## src/rtl/pipe_ripple_adder.sv

```systemverilog
// Pipelined ripple-carry adder/subtractor: WIDTH bits resolved CW=WIDTH/STAGES bits per cycle.
// Optional macro PIPE_RIPPLE_ADDER_OVF_EN enables the registered signed-overflow flag.
module pipe_ripple_adder #(
  parameter int WIDTH  = 16,
  parameter int STAGES = 4
) (
  input  logic             clk,
  input  logic             rst,
  input  logic             in_valid,
  input  logic [WIDTH-1:0] a,
  input  logic [WIDTH-1:0] b,
  input  logic             cin,
  input  logic             op_sub,
  output logic             out_valid,
  output logic [WIDTH-1:0] sum,
  output logic             cout,
  output logic             ovf
);

  localparam int CW   = WIDTH / STAGES;
  localparam int LAST = STAGES - 1;

  function automatic logic [CW:0] add_chunk(input logic [CW-1:0] x,
                                            input logic [CW-1:0] y,
                                            input logic          ci);
    return {1'b0, x} + {1'b0, y} + {{CW{1'b0}}, ci};
  endfunction

  // Registers after each stage; element LAST of the data arrays is never consumed
  logic             vld_p [STAGES];
  logic [WIDTH-1:0] a_p   [STAGES];
  logic [WIDTH-1:0] b_p   [STAGES];
  logic [WIDTH-1:0] s_p   [STAGES];
  logic             c_p   [STAGES];

  // Per-stage combinational view: operands entering stage k and its chunk result
  logic [WIDTH-1:0] st_a   [STAGES];
  logic [WIDTH-1:0] st_b   [STAGES];
  logic [WIDTH-1:0] st_s   [STAGES];
  logic             st_c   [STAGES];
  logic             st_v   [STAGES];
  logic [CW:0]      st_r   [STAGES];
  logic [WIDTH-1:0] st_nxt [STAGES];

  always_comb begin
    st_a[0] = a;
    st_b[0] = op_sub ? ~b : b;
    st_s[0] = '0;
    st_c[0] = op_sub | cin;
    st_v[0] = in_valid;
    for (int k = 1; k < STAGES; k++) begin
      st_a[k] = a_p[k-1];
      st_b[k] = b_p[k-1];
      st_s[k] = s_p[k-1];
      st_c[k] = c_p[k-1];
      st_v[k] = vld_p[k-1];
    end
    for (int k = 0; k < STAGES; k++) begin
      st_r[k]   = add_chunk(st_a[k][k*CW +: CW], st_b[k][k*CW +: CW], st_c[k]);
      st_nxt[k] = st_s[k];
      st_nxt[k][k*CW +: CW] = st_r[k][CW-1:0];
    end
  end

  // Stage registers: data is free-running, bubbles carry don't-care contents
  always_ff @(posedge clk) begin
    for (int k = 0; k < STAGES; k++) begin
      a_p[k] <= st_a[k];
      b_p[k] <= st_b[k];
      s_p[k] <= st_nxt[k];
      c_p[k] <= st_r[k][CW];
    end
  end

  // Valid shift and output stage; outputs hold their last valid result across bubbles
  always_ff @(posedge clk) begin
    if (rst) begin
      for (int k = 0; k < STAGES; k++) vld_p[k] <= 1'b0;
      sum  <= '0;
      cout <= 1'b0;
    end else begin
      vld_p[0] <= in_valid;
      for (int k = 1; k < STAGES; k++) vld_p[k] <= vld_p[k-1];
      if (st_v[LAST]) begin
        sum  <= st_nxt[LAST];
        cout <= st_r[LAST][CW];
      end
    end
  end

  assign out_valid = vld_p[LAST];

`ifdef PIPE_RIPPLE_ADDER_OVF_EN
  logic msb_cin;

  // Carry into the MSB recovered from the MSB sum bit and its operand bits
  assign msb_cin = st_nxt[LAST][WIDTH-1] ^ st_a[LAST][WIDTH-1] ^ st_b[LAST][WIDTH-1];

  always_ff @(posedge clk) begin
    if (rst)
      ovf <= 1'b0;
    else if (st_v[LAST])
      ovf <= msb_cin ^ st_r[LAST][CW];
  end
`else
  assign ovf = 1'b0;
`endif

endmodule

```

## config.mk

```make
export PLATFORM = sky130hd
export DESIGN_NAME = pipe_ripple_adder
export DESIGN_NICKNAME = d
export VERILOG_FILES = /design/src/rtl/pipe_ripple_adder.sv
export SDC_FILE = /design/constraint.sdc
export NUM_CORES = 1
export LEC_CHECK = 0
export BUFFER_PORTS_ARGS = -buffer_cell sky130_fd_sc_hd__buf_2
export CORE_ASPECT_RATIO = 1.2
export CORE_MARGIN = 1.5
export CORE_UTILIZATION = 25
export CTS_CLUSTER_DIAMETER = 60
export DETAILED_ROUTE_END_ITERATION = 10
export PLACE_DENSITY = 0.48
export SYNTH_ARGS = -nofsm -noshare
export SYNTH_HDL_FRONTEND = slang
export SYNTH_SLANG_ARGS = --single-unit
```

## constraint.sdc

```tcl
create_clock -name clk -period 4.5 [get_ports clk]
set_input_delay 0.9 -clock clk [delete_from_list [all_inputs] [get_ports clk]]
set_output_delay 0.9 -clock clk [all_outputs]
set_load 0.01 [all_outputs]
```

; After elaboration in Yosys (flattened, before gate mapping)
; Memories as Yosys holds them, arrays and structs flattened.
; Index checks and enable logic that the tools add are counted.
[totals]
regBits = 17
latchBits = 0
ramBits = 200
mem_bits_ro = 0
out_inout_bits = 19
elab_cells = 29
mem_count = 5
[mem_list]
columns = name, depth, word_bits, read_ports, rd_clocked_by_memory_dff, wr, line
row1 = a_p, 4, 16, 3, 0, 4, 31  ; logic [WIDTH-1:0] a_p [STAGES];
row2 = b_p, 4, 16, 3, 0, 4, 32  ; logic [WIDTH-1:0] b_p [STAGES];
row3 = s_p, 4, 16, 3, 0, 4, 33  ; logic [WIDTH-1:0] s_p [STAGES];
row4 = c_p, 4, 1, 3, 0, 4, 34  ; logic c_p [STAGES];
row5 = vld_p, 4, 1, 4, 0, 4, 30  ; logic vld_p [STAGES];
[op_classes]
n_addsub = 8
n_mul = 0
n_div = 0
n_lt_le_gt_ge = 0
eq_ne = 0
shifts = 0
n_mux = 8
bitwise = 6
reduce_logical = 0
[ops]
columns = operator, count
row1 = 4-bit by 4-bit adder with 5-bit output, 4
row2 = 5-bit by 1-bit adder with 5-bit output, 4
row3 = 16-bit 2-to-1 mux, 1
row4 = 16-bit inverter, 1
row5 = 1-bit 2-to-1 mux, 7
row6 = 1-bit bitwise OR, 5

; Logic depth before layout (Yosys ltp)
[depth]
depth_word = 4
ltp_mapped = 7
mapped_depth_nobuf = 6

; Least setup slack after synthesis
; No wires, ideal clock.
[synth_timing]
path_kind = input to register
start = in op_sub
end = mem c_p[0]
setup_ns = 0.114
arrival_ns = 2.546
t_required_ns = 4.386
slack_ns = 1.840
cell_stages = 7
cell_sequence = buf_4 buf_4 xor2_1 fa_1 fa_1 a21o_1 a21o_1
[synth_lines]
columns = element, line
row1 = start: declaration, 13  ; input logic op_sub,
row2 = end: declaration, 34

==> flow_summary.ini <==
[sta]
timing.final.crit_share_pct = 54.87
skew_ns = 0.009207
fin_ws_ns = 2.031
setup_tns_ns = 0
fmax_ghz = 0.4050
whs_ns = 0.3196
setup_viol = 0
rsz0062_at_grt = false
hold_viol = 0
worst_pin_slew_ns = 0.5082
period_needed_ns = 2.469
relSlewSlack_pct = 66.12
drv_slew = 0

[critical_path]
r2r-end = cout$_SDFFE_PP0P_
worst_setup_path_start_kind = primary input
critPathCaptureType = flop
rrSetupSlack_ns = 2.74
path_max_fanout = 17
crit_buf_inv = 1
critPathMaxStageDelay_ns = 0.41
path_class = in2reg
path_cells = buf_2, or2_2, fa_1, fa_1, a21o_1, a21o_1
path_delay_family = adder cells
worstPathRequired_ns = 4.72
cp_slowest_cell = fa_1
r2r-start = b_p[2][12]$_DFF_P_
reg2reg_depth = 5
crit_arrival_ns = 2.69

[finish]
drive_gt1_share_pct = 25.81
diodes = 0
layout.nets = 331
fill_cells = 1144
area_delta_synth_final_pct = 25.45
final_cell_count_no_fill = 436

[route]
vias = 1561
dr.pass1.iters = 3
drc = 0
ant_nets = 0
viasPerCell = 3.580
routedWlPerCell_um = 10.04
initialDrtViolationCount = 24
finalWirelength_mm = 4.377

[synthesis]
yosys_warnings = 0
ys_ff_latch = 96
synth_seq_area_share_pct = 66.04
synth_ff_type = dfxtp_1
synthArstFlopShare_pct = 0
synth_common_cells = dfxtp_1, xor2_1, nor2_1
synth_edf_count = 0
yosysUniqueCellTypes = 22
mappedNetlistArea_um2 = 2910
yosysTopAreaCell = dfxtp_1
syn_nets = 272
synth_top_area_share_pct = 66.04
syn_area_per_cell_um2 = 13.54
syn_inst = 215
synth.area.top_cells = dfxtp_1, fa_1, ha_1, xor2_1, mux2i_1
synth_most_common_cell = dfxtp_1

[global_route]
antenna_found_initial = 0
grt_max_degree = 24
groute.usage.overall_pct = 8.057
grt_overflow_total = 0
grt_pass1_vias = 1504
grt_first_pass_wirelength_mm = 7.086

[floorplan]
row_count = 43
fp.dieH_um = 121.2
die_w_um = 101.5
start_util_pct = 25.40
dieArea_um2 = 12300
core_um2 = 11460
ioPinCount = 56

[power_and_ir_drop]
power_density_nw_per_um2 = 524.6
ir_worst_vdd_uv = 166.4
leakage_nw = 1.629
power_mw = 1.915

[clock_tree]
cts_buffers = 9
h-tree-depth = 3
postCtsSetupBuffers = 0
cts_tree = built
clockBufferDepth = 2
cts-root-buf = clkbuf_16
cts_sinks = 96
clk_latency_ns = 0.33
clk_pin_slew_ns = 0.06
cts_hold_buf = 0
cts_resized = 0

[worst_hold_path]
hp-start = s_p[1][3]$_DFF_P_
hold_depth = 0
worstHoldEndpoint = s_p[2][3]$_DFF_P_
min_path_type = reg2reg

[placement]
portBuffers = 54
hpwl_mm = 3.108
dp.cells = 420
post-place-ws_ns = 1.667
gpl.final_weighted_congestion = 0.6769

[run]
max-cap-violations = 0

[outcome]
status = complete, no violations
routing by layer:
layer	track usage [%]	up-vias	wire length (um)
met5	0	-	0
li1	-	813	-
met3	3.226	11	236
met1	8.620	706	1825
met2	13.05	31	2206
met4	5.208	0	108
area by class of cell:
type / count / area, um^2 / share of cell area [%]
sequential: 96 / 1922 / 52.64
multi-input combinational: 104 / 913.4 / 25.02
timing repair buffer: 55 / 277.8 / 7.608
clock buffer: 10 / 239.0 / 6.546
tap: 157 / 196.4 / 5.380
clock inverter: 6 / 72.57 / 1.988
inverter: 8 / 30.03 / 0.8225
worst max path at each step:
stage,start,endpoint,slack [ns],depth (start not counted)
floorplan,op_sub,c_p[0]$_DFF_P_,1.84,7
global placement,op_sub,c_p[0]$_DFF_P_,1.70,6
detailed placement,op_sub,c_p[0]$_DFF_P_,1.67,6
CTS,op_sub,c_p[0]$_DFF_P_,2.02,6
global route,op_sub,c_p[0]$_DFF_P_,1.92,6
finish,op_sub,c_p[0]$_DFF_P_,2.03,6
kinds of logic after synthesis:
logic type / share of synthesized area [%]
xor+xnor: 6.922
compound gates: 4.213
simple gates: 4.644
mux: 4.815
buf+inv: 2.580
fa+ha+maj: 10.66
other cells: 0.1289
flops: 66.04
registers in the layout, summed over array words and instances (netlist names):
name / cells
sum: 16
c_p: 3
a_p: 24
vld_p: 4
b_p: 24
cout: 1
s_p: 24
cells in the final DEF (no fill, tap or decap), drive strengths merged, types with 2 or more instances in the layout:
| cell | instances |
|---|---|
| clkbuf | 10 |
| dfxtp | 96 |
| o21ai | 2 |
| nor2 | 16 |
| xor2 | 17 |
| nor2b | 6 |
| a211oi | 2 |
| a21oi | 5 |
| a21o | 7 |
| fa | 8 |
| inv | 12 |
| ha | 12 |
| buf | 55 |
| mux2i | 14 |
| xnor2 | 6 |
| nand2b | 3 |
through the flow:
step | utilization, % | instance area [um^2]
floorplan | - | 2910
global placement | 29.14 | 3339
detailed placement | 29.14 | 3339
CTS | 31.86 | 3651
global route | 31.86 | 3651
finish | 31.86 | 3651
where the power goes:
group,internal [mW],switching (mW)
sequential,0.962,0.0298
combinational,0.0759,0.0700
clock,0.455,0.323
(Power assumes the default switching activity.)
